<file path="src/rtl/piso_serializer_pkg.sv">
`default_nettype none
// ============================================================================
// Module      : piso_serializer_pkg
// Description : Shared types and constants for the sequential handshake/FSM
//               blocks: FSM state encodings, the serializer's registered
//               status bundle and a counter-width helper.
// Ports       : none (package)
// Revision    : 1.0 - initial release
// ============================================================================
package piso_serializer_pkg;

  // Two-state handshake FSM encoding, shared with the other FSM blocks.
  typedef logic state_t;
  localparam state_t ST_IDLE  = 1'b0;
  localparam state_t ST_SHIFT = 1'b1;

  // Registered status flags of the serializer, kept together so they are
  // computed and registered as one bundle.
  typedef struct packed {
    logic bit_valid;
    logic frame_done;
    logic busy;
  } piso_stat_t;

  // Bits needed to count 0..max_val inclusive (never less than one bit).
  function automatic int cnt_width(input int max_val);
    return (max_val < 1) ? 1 : $clog2(max_val + 1);
  endfunction

endpackage : piso_serializer_pkg
`default_nettype wire

</file>
<file path="src/rtl/piso_serializer_mod_counter.sv">
`default_nettype none
// ============================================================================
// Module      : mod_counter
// Description : 0..MAX up-counter with synchronous clear and enable. The
//               count saturates at MAX and at_max flags that value.
// Ports       : clk      - clock
//               clr      - asynchronous active-high reset (count -> 0)
//               sync_clr - synchronous clear, has priority over en
//               en       - advance the count by one (holds at MAX)
//               count    - current count
//               at_max   - high when count == MAX
// Revision    : 1.0 - initial release
// ============================================================================
module mod_counter
  import piso_serializer_pkg::*;
#(
  parameter int MAX   = 7,
  parameter int CNT_W = cnt_width(MAX)
) (
  input  logic             clk,
  input  logic             clr,
  input  logic             sync_clr,
  input  logic             en,
  output logic [CNT_W-1:0] count,
  output logic             at_max
);

  logic [CNT_W-1:0] count_q;
  logic [CNT_W-1:0] count_d;

  assign at_max = (count_q == CNT_W'(MAX));
  assign count  = count_q;

  always_comb begin
    count_d = count_q;
    if (sync_clr) begin
      count_d = '0;
    end else if (en && !at_max) begin
      count_d = count_q + 1'b1;
    end
  end

  always_ff @(posedge clk or posedge clr) begin
    if (clr) begin
      count_q <= '0;
    end else begin
      count_q <= count_d;
    end
  end

endmodule : mod_counter
`default_nettype wire

</file>
<file path="src/rtl/piso_serializer.sv">
`default_nettype none
// ============================================================================
// Module      : piso_serializer
// Description : Parallel-in/serial-out serializer. Accepts a (width+1)-bit
//               word through a valid/ready handshake and presents it one bit
//               per clock, starting in the cycle right after the accepting
//               edge. A word accepted while the last bit is shown streams on
//               with no idle cycle.
// Ports       : clk         - clock, rising edge
//               clr         - asynchronous active-high reset
//               parallel_in - word to serialize, sampled on an accepted load
//               load_valid  - producer offers a word
//               load_ready  - block can accept a word (combinational)
//               serial_out  - current serial bit (registered)
//               bit_valid   - serial_out carries a data bit (registered)
//               frame_done  - last bit of a word is presented (registered)
//               busy        - a frame is in progress (registered)
// Revision    : 1.0 - initial release
// ============================================================================
module piso_serializer
  import piso_serializer_pkg::*;
#(
  parameter int width     = 7,
  parameter bit lsb_first = 1'b0
) (
  input  logic           clk,
  input  logic           clr,
  input  logic [width:0] parallel_in,
  input  logic           load_valid,
  output logic           load_ready,
  output logic           serial_out,
  output logic           bit_valid,
  output logic           frame_done,
  output logic           busy
);

  localparam int CNT_W = cnt_width(width);

  state_t           state_q;
  state_t           state_d;
  logic [width:0]   shreg_q;
  logic [width:0]   shreg_d;
  logic [width:0]   shreg_shifted;
  logic             serial_bit;
  piso_stat_t       stat_q;
  piso_stat_t       stat_d;

  logic [CNT_W-1:0] bit_cnt;
  logic             cnt_at_max;
  logic             last_bit;
  logic             load_fire;
  logic             in_shift;

  assign in_shift   = (state_q == ST_SHIFT);
  assign last_bit   = in_shift && cnt_at_max;
  assign load_ready = !clr && ((state_q == ST_IDLE) || last_bit);
  assign load_fire  = load_valid && load_ready;

  // Bit counter: restarts at every accepted word and also when a frame ends
  // so it rests at zero while idle.
  mod_counter #(
    .MAX   (width),
    .CNT_W (CNT_W)
  ) u_bit_cnt (
    .clk      (clk),
    .clr      (clr),
    .sync_clr (load_fire || last_bit),
    .en       (in_shift),
    .count    (bit_cnt),
    .at_max   (cnt_at_max)
  );

  // Shift direction: the outgoing bit always sits at the register end that
  // drives serial_out; zeros fill in behind it.
  generate
    if (lsb_first) begin : g_lsb_first
      assign shreg_shifted = {1'b0, shreg_q[width:1]};
      assign serial_bit    = shreg_q[0];
    end else begin : g_msb_first
      assign shreg_shifted = {shreg_q[width-1:0], 1'b0};
      assign serial_bit    = shreg_q[width];
    end
  endgenerate

  // ---------------------------------------------------------------- FSM
  // State register
  always_ff @(posedge clk or posedge clr) begin
    if (clr) begin
      state_q <= ST_IDLE;
    end else begin
      state_q <= state_d;
    end
  end

  // Next-state logic
  always_comb begin
    state_d = state_q;
    case (state_q)
      ST_IDLE: begin
        if (load_fire) begin
          state_d = ST_SHIFT;
        end
      end
      ST_SHIFT: begin
        if (last_bit && !load_fire) begin
          state_d = ST_IDLE;
        end
      end
      default: state_d = ST_IDLE;
    endcase
  end

  // Output logic: status flags are computed for the coming cycle and
  // registered. frame_done is raised one edge ahead, i.e. while the
  // second-to-last bit is shown, so it lands on the last bit's cycle.
  always_comb begin
    stat_d            = '0;
    stat_d.bit_valid  = (state_d == ST_SHIFT);
    stat_d.busy       = (state_d == ST_SHIFT);
    stat_d.frame_done = in_shift && (bit_cnt == CNT_W'(width - 1));
  end

  // ----------------------------------------------------------- datapath
  // The register is cleared as the frame ends so serial_out reads 0 in IDLE.
  always_comb begin
    shreg_d = shreg_q;
    if (load_fire) begin
      shreg_d = parallel_in;
    end else if (last_bit) begin
      shreg_d = '0;
    end else if (in_shift) begin
      shreg_d = shreg_shifted;
    end
  end

  always_ff @(posedge clk or posedge clr) begin
    if (clr) begin
      shreg_q <= '0;
      stat_q  <= '0;
    end else begin
      shreg_q <= shreg_d;
      stat_q  <= stat_d;
    end
  end

  assign serial_out = serial_bit;
  assign bit_valid  = stat_q.bit_valid;
  assign frame_done = stat_q.frame_done;
  assign busy       = stat_q.busy;

endmodule : piso_serializer
`default_nettype wire
</file>
<file path="config.mk">
export PLATFORM = sky130hd
export DESIGN_NAME = piso_serializer
export DESIGN_NICKNAME = d
export VERILOG_FILES = /design/src/rtl/piso_serializer_pkg.sv /design/src/rtl/piso_serializer_mod_counter.sv /design/src/rtl/piso_serializer.sv
export SDC_FILE = /design/constraint.sdc
export NUM_CORES = 1
export LEC_CHECK = 0
export CELL_PAD_IN_SITES_DETAIL_PLACEMENT = 1
export CELL_PAD_IN_SITES_GLOBAL_PLACEMENT = 2
export CORE_ASPECT_RATIO = 1.4
export CORE_MARGIN = 5
export CORE_UTILIZATION = 31
export CTS_CLUSTER_DIAMETER = 100
export CTS_CLUSTER_SIZE = 8
export DETAILED_ROUTE_END_ITERATION = 10
export GPL_TIMING_DRIVEN = 0
export PLACE_DENSITY_LB_ADDON = 0.08
export SLEW_MARGIN = 20
export SYNTH_ARGS = -nofsm -noshare
export SYNTH_HDL_FRONTEND = slang
export SYNTH_SLANG_ARGS = --single-unit
</file>
<file path="constraint.sdc">
create_clock -name clk -period 3.9 [get_ports clk]
set_input_delay 0.78 -clock clk [delete_from_list [all_inputs] [get_ports clk]]
set_output_delay 0.78 -clock clk [all_outputs]
set_load 0.02 [all_outputs]
</file>
==> results.py, run 1 <==
metrics = {
    "yosys": {
        "yosys_warnings": 0,
        "synthAdderAreaFrac_pct": 6.25,
        "ys_types": 18,
        "synth_top_cell_by_area": "dfrtp_1",
        "synth_seq_cells": 13,
        "synth_top_family_by_area": "simple AND/OR/NAND/NOR gates",
        "postSynthAreaPerCell_um2": 12.5,
        "synthesis.nets": 62,
        "synth_compound_area_share_pct": 15.8,
        "synthCells": 48,
        "synth_area_um2": 601,
        "synthMuxAreaShare_pct": 1.88,
        "synth_xor_area_share_pct": 0,
        "ys_top_cells_by_area": "dfrtp_1 (54%), a221o_1 (12%), and2_1 (7.3%)",
        "synth.yosys.seq_area_share_pct": 54.2,
        "yosysTopAreaCellShare_pct": 54.2,
        "synthSimpleGateAreaFrac_pct": 16.0,
    },
    "clocking": {
        "insertion_delay_ps": 270,
        "clkSinkCount": 13,
        "post-cts-setup-buffer-count": 0,
        "ctsHoldBuffers": 0,
        "clkSlewWorstSetupHoldPaths_ps": 80,
        "root_buffer": "clkbuf_4",
        "cts_buffers": 3,
        "cts_resized": 0,
        "cts_tree": "yes",
        "h-tree-depth": 1,
        "cts_buffer_depth": 2,
    },
    "setup_path": {
        "worst_r2r_path_depth": 6,
        "cp_data_arrival_time_ps": 2120,
        "worstSetupPathType": "flip-flop to output port",
        "start_kind": "flip-flop",
        "cp_data_required_time_ps": 3120,
        "cp_max_fo": 10,
        "end_kind": "output port",
    },
    "die": {
        "die_w_um": 47.2,
        "coreArea_mm2": 0.00180,
        "dieArea_mm2": 0.00293,
        "rows": 18,
        "ios": 16,
        "die_h_um": 62.1,
        "start_util_pct": 33.3,
    },
    "grt": {
        "grt_pass1_vias": 526,
        "grt_max_degree": 14,
        "grt_use_total_pct": 11.8,
        "antenna_found_initial": 0,
        "grt_overflow": 0,
        "grt_pass1_wl_um": 2330,
    },
    "timing": {
        "tns_ps": 0,
        "finalCritPeriodShare_pct": 74.4,
        "rsz0062_at_grt": "no",
        "tightestPinTransition_ps": 492,
        "min_period_ps": 2900,
        "fmax_mhz": 345,
        "setup_viol": 0,
        "finClkSkew_ps": 1.37,
        "hold_viol": 0,
        "setup_ws_ps": 999,
        "maxSlewViolCount": 0,
        "slew-limit-headroom_pct": 67.2,
    },
    "drt": {
        "ant_nets": 0,
        "viasPerCell": 5.10,
        "drtPass1Iterations": 2,
        "drt_iter0_markers": 4,
        "route.detailed.drc": 0,
        "wire_per_inst_um": 15.1,
        "vias": 444,
        "drt-total-wl_um": 1320,
    },
    "worst_hold_path": {
        "holdPathStages": 1,
        "hold_path_class": "flip-flop to flip-flop",
    },
    "power": {
        "finalPower_w": 0.000573,
        "p_leak_nw": 0.384,
        "power.density_mw_per_mm2": 715,
        "ir_drop_mv": 0.286,
    },
    "placed_design": {
        "place_congestion": 0.654,
        "place_hpwl_um": 957,
        "dp_slack_ps": 1180,
        "portBuffers": 15,
    },
    "finish": {
        "antenna_cells": 0,
        "area_delta_synth_final_pct": 33.5,
        "drive_gt1_share_pct": 14.9,
        "nets": 82,
    },
    "run": {
        "timing.max_cap.violations": 0,
    },
    "status": {
        "status": "finished, final reports clean",
    },
}
## cells by family (layout without fill, tap and decap cells)
group,Yosys count,count (layout)
adders and majority gates,3,3
and+or+nand+nor,15,15
DFF,13,13
muxes,1,1
buffers and inverters,6,25
AOI/OAI and AO/OA,10,10
## cell type report
cell class | count | area, µm²
Inverter | 3 | 11.3
Fill cell | 206 | 1000
Clock buffer | 4 | 26.3
Buffer | 3 | 23.8
Timing Repair Buffer | 15 | 150
Tap cell | 20 | 25.0
Multi-Input combinational cell | 29 | 240
Sequential cell | 13 | 325
## where the power goes
| part | internal (W) | switching [W] |
|---|---|---|
| registers | 0.000186 | 0.0000368 |
| logic | 0.000147 | 0.000121 |
| clock network | 0.0000396 | 0.0000426 |
## routing by layer
| layer | wire, µm | global-route usage (%) | share of wire [%] | up-vias |
|---|---|---|---|---|
| li1 | - | - | - | 209 |
| met1 | 611 | 14.3 | 46 | 224 |
| met2 | 643 | 19.2 | 49 | 11 |
| met3 | 62 | 2.59 | 4.7 | 0 |
| met4 | 0 | 5.93 | 0 | 0 |
| met5 | 0 | 0 | 0 | - |
## flip-flops by register name (all words and copies together), names as in the netlist
name,flops
busy,1
frame_done,1
shreg_q,8
u_bit_cnt.count,3
## stage by stage
step	cells	instance area, µm²	util (%)	hold WS [ps]
after floorplan	48	601	-	470
after global placement	83	776	43.1	494
after detailed placement	83	776	43.1	489
after CTS	87	802	44.5	517
after global routing	87	802	44.5	535
final	87	802	44.5	511
## critical path: stages (launching register included)
cell and delay, ps:
dfrtp_1 410, ha_1 210, ha_1 180, and2b_4 260, buf_2 200, nor2_1 60, clkdlybuf4s50_1 530
## synth_stat cells (all sizes together)
library cell,instances
and2,7
and3,1
buf,3
ha,3
mux2,1
nor2b,2
or2,1
nor2,2
inv,3
a21o,1
dfrtp,13
and2b,1
a22o,2
nor3b,1
a221o,7
## cell usage in the layout (no fill, tap or decap), drive strengths merged, types with 2 or more instances in the layout
cell type	n
a22o	2
buf	3
nor2b	2
clkdlybuf4s50	15
clkbuf	4
a221o	7
nor2	2
ha	3
dfrtp	13
and2	7
inv	3
## final timing paths
path	start	to	slack (ps)
worst max-delay path	u_bit_cnt.count[0]	load_ready	1000
worst min-delay path	shreg_q[3]	shreg_q[3]	510
worst max register to register	u_bit_cnt.count[0]	shreg_q[5]	2200
worst min register to register	shreg_q[3]	shreg_q[3]	510
max in group asynchronous	clr	shreg_q[5]	2680
min in group asynchronous	clr	u_bit_cnt.count[0]	890
Power figures use the tool's default switching activity.
==> inputs of run 2 (changes only) <==
Settings changed: CORE_UTILIZATION 31 to 29.
Clock period 3.9 ns to 2.7 ns, I/O delays scaled along.
==> run 2 against run 1 <==
Largest power group unchanged. Critical path type unchanged. Die area is 5.6% higher. Routed wire length decreased by 1.6%. Register-to-register slack worse by 1200 ps. Sequential share of layout area decreased by 0.19 points. Combinational power up 42%. Worst setup slack got worse by 610 ps.
==> results.py, run 2 (same netlist as run 1, synthesis figures left out) <==
metrics = {
    "worst_hold_path": {
        "holdPathStages": 1,
        "hold_path_class": "flip-flop to flip-flop",
        "min_from": "shreg_q[5]",
        "min_to": "shreg_q[5]",
    },
    "setup_path": {
        "reg2reg_slack_ps": 1010,
        "start_kind": "flip-flop",
        "cp_data_arrival_time_ps": 1770,
        "cp_common_cell": "ha_1",
        "worst_r2r_path_depth": 6,
        "critPathMaxStageDelay_ps": 410,
        "cp_data_required_time_ps": 2160,
        "rr_endpoint": "shreg_q[1]",
        "slowest_stage": "dfrtp_1",
        "reg2reg_from": "u_bit_cnt.count[0]",
        "end_kind": "output port",
        "cp_top_family": "flip-flops",
        "cp_cell_sequence": "ha_1 -> ha_1 -> and2b_4 -> buf_2 -> nor2_1 -> dlymetal6s2s_1",
        "worstSetupPathType": "flip-flop to output port",
        "cp_max_fo": 10,
        "path_depth": 6,
        "cp_num_buf_inv": 2,
    },
    "status": {
        "status": "finished, final reports clean",
    },
    "finish": {
        "design_area_um2": 806,
        "final_cell_mix": "clkdlybuf4s50_1 (14), dfrtp_1 (13), and2_1 (7), a221o_1 (7)",
        "area_delta_synth_final_pct": 34.2,
        "nets": 82,
        "antenna_cells": 0,
        "final_common_cell": "clkdlybuf4s50_1",
        "largest-register": "shreg_q",
        "largest_reg_flops": 8,
        "drive_gt1_share_pct": 14.9,
    },
    "timing": {
        "slew-limit-headroom_pct": 65.5,
        "rsz0062_at_grt": "no",
        "fmax_mhz": 432,
        "holdWs_ps": 510,
        "tns_ps": 0,
        "setup_ws_ps": 388,
        "min_period_ps": 2310,
        "setup_viol": 0,
        "maxSlewViolCount": 0,
        "hold_viol": 0,
        "tightestPinTransition_ps": 517,
        "finClkSkew_ps": 6.85,
        "finalCritPeriodShare_pct": 85.6,
    },
    "die": {
        "rows": 19,
        "die_h_um": 63.8,
        "die_w_um": 48.5,
        "coreArea_mm2": 0.00197,
        "start_util_pct": 30.4,
        "dieArea_mm2": 0.00309,
        "ios": 16,
    },
    "drt": {
        "drtPass1Iterations": 4,
        "route.detailed.drc": 0,
        "drt_iter0_markers": 5,
        "drt-total-wl_um": 1300,
        "viasPerCell": 5.13,
        "wire_per_inst_um": 14.7,
        "vias": 451,
        "ant_nets": 0,
    },
    "power": {
        "ir_drop_mv": 0.369,
        "power.density_mw_per_mm2": 1030,
        "p_leak_nw": 0.400,
    },
    "grt": {
        "grt_pass1_wl_um": 2260,
        "grt_pass1_vias": 501,
        "grt_max_degree": 14,
        "antenna_found_initial": 0,
        "grt_use_total_pct": 9.46,
        "grt_overflow": 0,
    },
    "clocking": {
        "insertion_delay_ps": 280,
        "h-tree-depth": 1,
        "cts_resized": 0,
        "clkSinkCount": 13,
        "root_buffer": "clkbuf_4",
        "cts_buffer_depth": 2,
        "ctsHoldBuffers": 0,
        "cts_tree": "yes",
        "post-cts-setup-buffer-count": 0,
        "clkSlewWorstSetupHoldPaths_ps": 90,
        "cts_buffers": 3,
    },
    "placed_design": {
        "placed_cell_area_um2": 777,
        "dp_slack_ps": 342,
        "place_hpwl_um": 924,
        "place_congestion": 0.655,
        "portBuffers": 15,
    },
    "run": {
        "timing.max_cap.violations": 0,
    },
}
-- run 2: worst max path at each step --
stage                                   from         end  slack [ps]
after global routing      u_bit_cnt.count[0]  load_ready         250
after detailed placement  u_bit_cnt.count[0]  load_ready         340
final                     u_bit_cnt.count[0]  load_ready         390
after floorplan           u_bit_cnt.count[0]  load_ready         930
after global placement    u_bit_cnt.count[0]  load_ready         340
after CTS                 u_bit_cnt.count[0]  load_ready          30
-- run 2: where the power goes --
group          total, W  internal (W)  leakage (nW)  switching [W]
Sequential     0.000321      0.000269         0.168      0.0000519
Clock          0.000126     0.0000574        0.0150      0.0000690
Combinational  0.000381      0.000211         0.217       0.000170
-- run 2: through the flow --
step	util [%]	instances	total power, W
floorplan	-	48	0.000576
global placement	39.4	84	0.000713
detailed placement	39.4	84	0.000717
CTS	40.7	88	0.000846
global route	40.8	88	0.000902
finish	40.8	88	0.000828
-- run 2: final cells by class --
cell class	instances	area [µm²]
fillers	237	1170
flip-flops and latches	13	325
multi-input cells	29	240
repair buffers	15	153
clock buffers	4	26.3
well taps	21	26.3
plain buffers	3	23.8
inverters	3	11.3
-- run 2: metal layers --
layer | vias up | GRT usage (%) | part of all wire (%)
met5 | - | 0 | 0
met4 | 0 | 6.06 | 2.6
met3 | 5 | 3.26 | 5.9
met2 | 14 | 14.1 | 45
met1 | 224 | 11.5 | 46
li1 | 208 | - | -
